===== src/rtl/qmca_clk_monitor_pkg.sv =====
// Shared types and helpers for the generated-clock monitor.
package qmca_clk_monitor_pkg;

  typedef enum logic [1:0] {
    IDLE    = 2'd0,
    MEASURE = 2'd1,
    LATCH   = 2'd2
  } state_e;

  localparam int unsigned GATE_CYCLES_DEF = 4800;
  localparam int unsigned TOL_DEF         = 8;

  // Increment v, holding at the all-ones value of a w-bit counter.
  function automatic logic [31:0] sat_inc(input logic [31:0] v, input int unsigned w);
    logic [31:0] max_v;
    max_v = (w >= 32) ? 32'hFFFF_FFFF : ((32'd1 << w) - 32'd1);
    return (v >= max_v) ? max_v : (v + 32'd1);
  endfunction

endpackage


===== src/rtl/qmca_clk_monitor_if.sv =====
// Register-bank side of the clock monitor: expected counts and CLEAR in, results out.
interface qmca_clk_monitor_if #(
  parameter int NCH   = 2,
  parameter int CNT_W = 16
);
  logic [NCH*CNT_W-1:0] EXP_COUNT;
  logic                 CLEAR;
  logic [NCH*CNT_W-1:0] FREQ_COUNT;
  logic [NCH-1:0]       FREQ_OK;
  logic                 VALID;
  logic                 LOCK_LOST;
  logic [7:0]           LOCK_LOSS_CNT;

  modport master (
    output EXP_COUNT, CLEAR,
    input  FREQ_COUNT, FREQ_OK, VALID, LOCK_LOST, LOCK_LOSS_CNT
  );

  modport slave (
    input  EXP_COUNT, CLEAR,
    output FREQ_COUNT, FREQ_OK, VALID, LOCK_LOST, LOCK_LOSS_CNT
  );
endinterface


===== src/rtl/qmca_edge_counter.sv =====
// One monitored clock: 2-FF synchroniser, rising-edge detect and saturating edge counter.
module qmca_edge_counter
  import qmca_clk_monitor_pkg::*;
#(
  parameter int CNT_W = 16
) (
  input  logic             clk,
  input  logic             rst_n,
  input  logic             mon_clk_i,
  input  logic             clr_i,
  input  logic             reload_i,
  input  logic             en_i,
  output logic [CNT_W-1:0] count_o,
  output logic             edge_o
);

  logic             sync1_q, sync2_q, prev_q;
  logic [CNT_W-1:0] count_q, count_d;

  always_ff @(posedge clk or negedge rst_n) begin
    if (!rst_n) begin
      sync1_q <= 1'b0;
      sync2_q <= 1'b0;
      prev_q  <= 1'b0;
      count_q <= '0;
    end else begin
      sync1_q <= mon_clk_i;
      sync2_q <= sync1_q;
      prev_q  <= sync2_q;
      count_q <= count_d;
    end
  end

  assign edge_o = sync2_q & ~prev_q;

  // Reload keeps an edge that arrives in the latch cycle for the next window.
  always_comb begin
    count_d = count_q;
    if (clr_i) begin
      count_d = '0;
    end else if (reload_i) begin
      count_d    = '0;
      count_d[0] = edge_o;
    end else if (en_i && edge_o) begin
      count_d = CNT_W'(sat_inc(32'(count_q), CNT_W));
    end
  end

  assign count_o = count_q;

endmodule


===== src/rtl/qmca_clk_monitor.sv =====
// Gated edge counting of NCH generated clocks against expected values, plus LOCKED loss tracking.
module qmca_clk_monitor
  import qmca_clk_monitor_pkg::*;
#(
  parameter int NCH         = 2,
  parameter int CNT_W       = 16,
  parameter int GATE_CYCLES = GATE_CYCLES_DEF,
  parameter int TOL         = TOL_DEF
) (
  input  logic           BUS_CLK,
  input  logic           BUS_RST_N,
  input  logic [NCH-1:0] MON_CLK,
  input  logic           LOCKED,
  qmca_clk_monitor_if.slave bus
);

  localparam int GATE_W = (GATE_CYCLES > 1) ? $clog2(GATE_CYCLES) : 1;
  localparam logic [GATE_W-1:0] GATE_LAST = GATE_W'(GATE_CYCLES - 1);

  function automatic logic in_tol(input logic [CNT_W-1:0] cnt, input logic [CNT_W-1:0] exp_c);
    logic signed [CNT_W:0] diff, mag;
    diff = $signed({1'b0, cnt}) - $signed({1'b0, exp_c});
    mag  = (diff < 0) ? -diff : diff;
    return $unsigned(mag) <= (CNT_W+1)'(TOL);
  endfunction

  state_e               state_q, state_d;
  logic [GATE_W-1:0]    gate_q, gate_d;
  logic                 lk_s1_q, lk_s2_q, lk_prev_q;
  logic                 lock_fall;
  logic                 cnt_clr, cnt_reload, cnt_en, latch_now;
  logic [NCH*CNT_W-1:0] counts;
  logic [NCH-1:0]       ok_now;
  // Edge pulses are available per channel but the top only needs the counts.
  logic [NCH-1:0]       mon_edge_unused;

  logic [NCH*CNT_W-1:0] freq_count_q, freq_count_d;
  logic [NCH-1:0]       freq_ok_q, freq_ok_d;
  logic                 valid_q, valid_d;
  logic                 lost_q, lost_d;
  logic [7:0]           loss_cnt_q, loss_cnt_d;

  for (genvar i = 0; i < NCH; i++) begin : g_ch
    qmca_edge_counter #(.CNT_W(CNT_W)) u_cnt (
      .clk      (BUS_CLK),
      .rst_n    (BUS_RST_N),
      .mon_clk_i(MON_CLK[i]),
      .clr_i    (cnt_clr),
      .reload_i (cnt_reload),
      .en_i     (cnt_en),
      .count_o  (counts[i*CNT_W +: CNT_W]),
      .edge_o   (mon_edge_unused[i])
    );
    assign ok_now[i] = in_tol(counts[i*CNT_W +: CNT_W], bus.EXP_COUNT[i*CNT_W +: CNT_W]);
  end

  assign lock_fall = lk_prev_q & ~lk_s2_q;

  always_ff @(posedge BUS_CLK or negedge BUS_RST_N) begin
    if (!BUS_RST_N) begin
      state_q      <= IDLE;
      gate_q       <= '0;
      lk_s1_q      <= 1'b0;
      lk_s2_q      <= 1'b0;
      lk_prev_q    <= 1'b0;
      freq_count_q <= '0;
      freq_ok_q    <= '0;
      valid_q      <= 1'b0;
      lost_q       <= 1'b0;
      loss_cnt_q   <= '0;
    end else begin
      state_q      <= state_d;
      gate_q       <= gate_d;
      lk_s1_q      <= LOCKED;
      lk_s2_q      <= lk_s1_q;
      lk_prev_q    <= lk_s2_q;
      freq_count_q <= freq_count_d;
      freq_ok_q    <= freq_ok_d;
      valid_q      <= valid_d;
      lost_q       <= lost_d;
      loss_cnt_q   <= loss_cnt_d;
    end
  end

  // Losing lock in MEASURE or LATCH abandons the window without publishing it.
  always_comb begin
    state_d    = state_q;
    gate_d     = gate_q;
    cnt_clr    = 1'b0;
    cnt_reload = 1'b0;
    cnt_en     = 1'b0;
    latch_now  = 1'b0;
    case (state_q)
      IDLE: begin
        cnt_clr = 1'b1;
        gate_d  = '0;
        if (lk_s2_q) state_d = MEASURE;
      end
      MEASURE: begin
        if (!lk_s2_q) begin
          state_d = IDLE;
          cnt_clr = 1'b1;
          gate_d  = '0;
        end else begin
          cnt_en = 1'b1;
          if (gate_q == GATE_LAST) begin
            state_d = LATCH;
            gate_d  = '0;
          end else begin
            gate_d = gate_q + GATE_W'(1);
          end
        end
      end
      LATCH: begin
        gate_d = '0;
        if (!lk_s2_q) begin
          state_d = IDLE;
          cnt_clr = 1'b1;
        end else begin
          latch_now  = 1'b1;
          cnt_reload = 1'b1;
          state_d    = MEASURE;
        end
      end
      default: begin
        state_d = IDLE;
        cnt_clr = 1'b1;
        gate_d  = '0;
      end
    endcase
  end

  always_comb begin
    valid_d      = latch_now;
    freq_count_d = latch_now ? counts : freq_count_q;
    freq_ok_d    = latch_now ? ok_now : freq_ok_q;
  end

  // A loss coinciding with CLEAR restarts the tally at one rather than zero.
  always_comb begin
    lost_d     = lost_q;
    loss_cnt_d = loss_cnt_q;
    if (lock_fall) begin
      lost_d     = 1'b1;
      loss_cnt_d = bus.CLEAR ? 8'd1 : 8'(sat_inc(32'(loss_cnt_q), 8));
    end else if (bus.CLEAR) begin
      lost_d     = 1'b0;
      loss_cnt_d = '0;
    end
  end

  assign bus.FREQ_COUNT    = freq_count_q;
  assign bus.FREQ_OK       = freq_ok_q;
  assign bus.VALID         = valid_q;
  assign bus.LOCK_LOST     = lost_q;
  assign bus.LOCK_LOSS_CNT = loss_cnt_q;

endmodule

===== src/flat_wrapper.sv =====
// flat-port wrapper written by rule: the top's interface ports become plain ports
module qmca_clk_monitor_flat import qmca_clk_monitor_pkg::*;
#(
  parameter int NCH         = 2,
  parameter int CNT_W       = 16,
  parameter int GATE_CYCLES = GATE_CYCLES_DEF,
  parameter int TOL         = TOL_DEF
)
  (BUS_CLK, BUS_RST_N, MON_CLK, LOCKED, bus_EXP_COUNT, bus_CLEAR, bus_FREQ_COUNT, bus_FREQ_OK, bus_VALID, bus_LOCK_LOST, bus_LOCK_LOSS_CNT);
  qmca_clk_monitor_if #(.NCH(NCH), .CNT_W(CNT_W)) bus_i ();
  input  logic BUS_CLK;
  input  logic BUS_RST_N;
  input  logic [NCH-1:0] MON_CLK;
  input  logic LOCKED;
  input wire logic [$bits(bus_i.EXP_COUNT)-1:0] bus_EXP_COUNT;
  input wire logic [$bits(bus_i.CLEAR)-1:0] bus_CLEAR;
  output wire logic [$bits(bus_i.FREQ_COUNT)-1:0] bus_FREQ_COUNT;
  output wire logic [$bits(bus_i.FREQ_OK)-1:0] bus_FREQ_OK;
  output wire logic [$bits(bus_i.VALID)-1:0] bus_VALID;
  output wire logic [$bits(bus_i.LOCK_LOST)-1:0] bus_LOCK_LOST;
  output wire logic [$bits(bus_i.LOCK_LOSS_CNT)-1:0] bus_LOCK_LOSS_CNT;
  assign bus_i.EXP_COUNT = bus_EXP_COUNT;
  assign bus_i.CLEAR = bus_CLEAR;
  assign bus_FREQ_COUNT = bus_i.FREQ_COUNT;
  assign bus_FREQ_OK = bus_i.FREQ_OK;
  assign bus_VALID = bus_i.VALID;
  assign bus_LOCK_LOST = bus_i.LOCK_LOST;
  assign bus_LOCK_LOSS_CNT = bus_i.LOCK_LOSS_CNT;
  qmca_clk_monitor #(.NCH(NCH), .CNT_W(CNT_W), .GATE_CYCLES(GATE_CYCLES), .TOL(TOL)) u_core (.BUS_CLK(BUS_CLK), .BUS_RST_N(BUS_RST_N), .MON_CLK(MON_CLK), .LOCKED(LOCKED), .bus(bus_i));
endmodule

===== config.mk =====
export PLATFORM = sky130hd
export DESIGN_NAME = qmca_clk_monitor_flat
export DESIGN_NICKNAME = d
export VERILOG_FILES = /design/src/rtl/qmca_clk_monitor_pkg.sv /design/src/rtl/qmca_clk_monitor_if.sv /design/src/rtl/qmca_edge_counter.sv /design/src/rtl/qmca_clk_monitor.sv /design/src/flat_wrapper.sv
export SDC_FILE = /design/constraint.sdc
export NUM_CORES = 1
export LEC_CHECK = 0
export CORE_AREA = 8 8 136 138
export DETAILED_ROUTE_END_ITERATION = 10
export DIE_AREA = 0 0 144 146
export HOLD_SLACK_MARGIN = 0.12
export PLACE_DENSITY = 0.63
export RECOVER_POWER = 50
export SLEW_MARGIN = 25
export SYNTH_ARGS = -nofsm -noshare
export SYNTH_HDL_FRONTEND = slang
export SYNTH_HIERARCHICAL = 1
export SYNTH_SLANG_ARGS = --single-unit

===== constraint.sdc =====
create_clock -name BUS_CLK -period 5.34 [get_ports BUS_CLK]
set_input_delay 0.534 -clock BUS_CLK [delete_from_list [all_inputs] [get_ports BUS_CLK]]
set_output_delay 0.534 -clock BUS_CLK [all_outputs]
set_load 0.005 [all_outputs]

==> metrics.txt <==
sequential-to-total area share from yosys stat 34.7%; clock-pin slew on the worst setup and hold paths 0.07 ns; largest net degree at the start of global routing 53; count of cells resized by post-cts repair 0; worst skew pair latency around 0.35 ns; via count about 6.3k; Fin Setup TNS 0 ns; mux contribution to synthesized area 5.51%; First-pass DRT Iterations 7; CP Launch Type input port; Total Routed Length 18.2 mm; mapped cell area 0.00722 mm2; Critical Path Sink Type flip-flop; I/O Buffers 81; io pins 82; Worst-Margin Slew about 2.8 ns; crit path DAT between 3 and 4 ns; CTS Buf Count 9; CTS Hold Bufs 0; Initial Utilization approximately 44%; Max Clk Rate 275 MHz; GRT Total Usage between 10% and 20%; Synth Area in XOR/XNOR 5.13%; syn avg cell area 8.97 um2; Multi-input gate area ~0.0044 mm2; Synth Area in Adders 7.49%; fin nets 959; Synth Net Count 885; HPWL Detailed about 14 mm; final hold viol count 0; number of synthesized register bits 100; min-delay worst type flip-flop to flip-flop; Fin Clk Skew 0.00694 ns; setup bufs post-CTS 0; Routed wire per std cell 16.5 um; failing checks max-capacitance violations, max-slew violations; Fillers roughly 1.5k; FF/Latch Area 0.00250 mm2; post-synthesis compound-gate area fraction 21.6%; ant diodes 0; Synth warnings 6; R2R Setup Slk about 1.8 ns; Vias/cell 5.72; post-synthesis simple-gate area fraction 21.3%; CP max FO 5; GP Congestion 0.904; cells after synthesis 805; total gr overflow 0; RSZ-0062 raised after global routing false; CTS Root Cell clkbuf_16; CTS sink count 100; Setup violations, final 0; die footprint 0.0210 mm2; max_cap viols 1; CTS H-tree depth 3; vias in the first global route 5,970; Slew HR -83.5%; Max Slew Vio Count 53; CTS max path bufs 2; status finished, violations left; DP Area 0.00823 mm2; first-pass GRT wire length 29.8 mm; async set or reset register ratio after synthesis 100%; Die Y-Extent 146 um; Setup CP Type input port to flip-flop; antenna viol nets, final 0; most frequent cells in the layout dfrtp_1, clkdlybuf4s50_1, nor2_1, inv_1; Distinct cells, synth 88; dominant synthesized flop cell dfrtp_1; post-layout instance area around 0.0085 mm2; Die Span X about 140 um; CTS tree built; Starting DRT DRC Count 459; period utilisation layout 68.2%; DRC viols 0; Final Critical Period 3.64 ns; main combinational cell family by area after synthesis compound AO/OA/AOI/OAI gates; VDD IR max 222 uV; PwrDens 215 mW/mm2; initial antenna violation count 0; Final Util 52.2%; hold_ws 0.352 ns; proportion of layout cells with a drive suffix above 1 9.28%; leakage between 3 and 4 nW; Core Box Area 0.0163 mm2; Critical Path RT ~5.6 ns; Post-synth EDFFs 0; area delta synth->final 17.9%; commonest non-fill, non-tap cell in the layout dfrtp_1; cell row count 47
==> cell families after synthesis <==
| logic type | after synthesis |
|---|---|
| buf+inv | 79 |
| xor+xnor | 38 |
| compound gates | 225 |
| fa+ha+maj | 42 |
| mux | 36 |
| flops | 100 |
| simple gates | 285 |
==> path summary, 6_finish.rpt <==
path | start | end | cells past startpoint
setup / recovery | bus_EXP_COUNT[17] | u_core/bus.FREQ_OK[1] | 13
min in group asynchronous | BUS_RST_N | u_core/bus.LOCK_LOSS_CNT[2] | 1
hold reg to reg | u_core/g_ch[0].u_cnt/sync1_q | u_core/g_ch[0].u_cnt/sync2_q | 0
setup reg to reg | u_core/g_ch[0].u_cnt/count_o[0] | u_core/bus.FREQ_OK[0] | 13
max in group asynchronous | BUS_RST_N | u_core/bus.FREQ_COUNT[9] | 2
hold / removal | u_core/g_ch[0].u_cnt/sync1_q | u_core/g_ch[0].u_cnt/sync2_q | 0
==> synth_stat cells (all sizes together) (4+ instances only) <==
master | instances | area share [%]
dfrtp | 100 | 35
nor2 | 67 | 3.5
a21oi | 59 | 4.2
inv | 59 | 3.1
nand2 | 56 | 2.9
o21ai | 48 | 3.5
ha | 40 | 6.9
nor3 | 31 | 2.3
mux2 | 30 | 4.7
nand3 | 30 | 2.1
xnor2 | 19 | 2.5
xor2 | 19 | 2.6
a31oi | 17 | 1.6
a211oi | 15 | 1.6
and3 | 14 | 1.2
buf | 14 | 0.95
o21a | 12 | 1.2
nand2b | 11 | 0.95
nand4 | 11 | 1.1
nor2b | 10 | 0.97
nor4 | 10 | 1.3
a21o | 8 | 0.83
and4 | 8 | 0.97
a311oi | 7 | 1.2
o211ai | 7 | 0.80
or2 | 7 | 0.61
clkbuf | 6 | 0.31
mux2i | 6 | 0.83
o21bai | 6 | 0.62
or3 | 6 | 0.59
a221oi | 5 | 0.69
a41oi | 5 | 0.61
and2 | 5 | 0.43
o31ai | 4 | 0.42
==> layer usage <==
layer / track usage (%) / vias to the layer above / share of wire, % / routed length [um]
li1: - / 3120 / - / -
met1: 24.1 / 3000 / 47 / 8620
met2: 27.0 / 178 / 46 / 8290
met3: 2.95 / 18 / 5.5 / 995
met4: 4.73 / 0 / 1.4 / 255
met5: 0 / - / 0 / 0
==> where the power goes <==
group	switching [mW]	total, mW	internal, mW
registers	0.0203	0.799	0.779
logic	0.238	0.384	0.146
clock network	0.309	0.646	0.337
==> sequential cells by signal, indices dropped and copies added (netlist names) <==
register                   flops
u_core/bus.LOCK_LOSS_CNT       8
u_core/g_ch.u_cnt/count_o     32
u_core/g_ch.u_cnt/sync1_q      2
u_core/bus.VALID               1
u_core/gate_q                 13
u_core/bus.FREQ_COUNT         32
u_core/bus.LOCK_LOST           1
u_core/lk_s1_q                 1
u_core/lk_s2_q                 1
u_core/g_ch.u_cnt/prev_q       2
u_core/bus.FREQ_OK             2
u_core/lk_prev_q               1
u_core/g_ch.u_cnt/sync2_q      2
u_core/state_q                 2
==> critical path, stage by stage <==
cell and delay (ns):
clkdlybuf4s50_1 0.51, inv_1 0.06, ha_1 0.32, nor2b_1 0.31, o21ai_2 0.14, a21oi_1 0.30
nand2_1 0.11, xor2_1 0.38, nand4_1 0.27, nor3b_1 0.33, a21oi_1 0.12, nor4_1 0.31
a32o_1 0.21
==> per-stage QoR <==
stage | setup slack, ns | power, mW | instances
floorplan | 2.17 | 1.06 | 805
global placement | 1.52 | 1.18 | 1088
detailed placement | 1.42 | 1.20 | 1088
CTS | 1.76 | 1.85 | 1104
global route | 1.11 | 1.92 | 1104
finish | 1.70 | 1.83 | 1104
==> cell type report <==
class | count | share of cell area (%)
clock buffer | 10 | 2.81
inverter | 59 | 2.60
clock inverter | 6 | 0.617
timing repair buffer | 83 | 9.60
multi-input combinational | 626 | 51.7
sequential | 100 | 29.4
tap | 220 | 3.23
(Power assumes the default switching activity.)
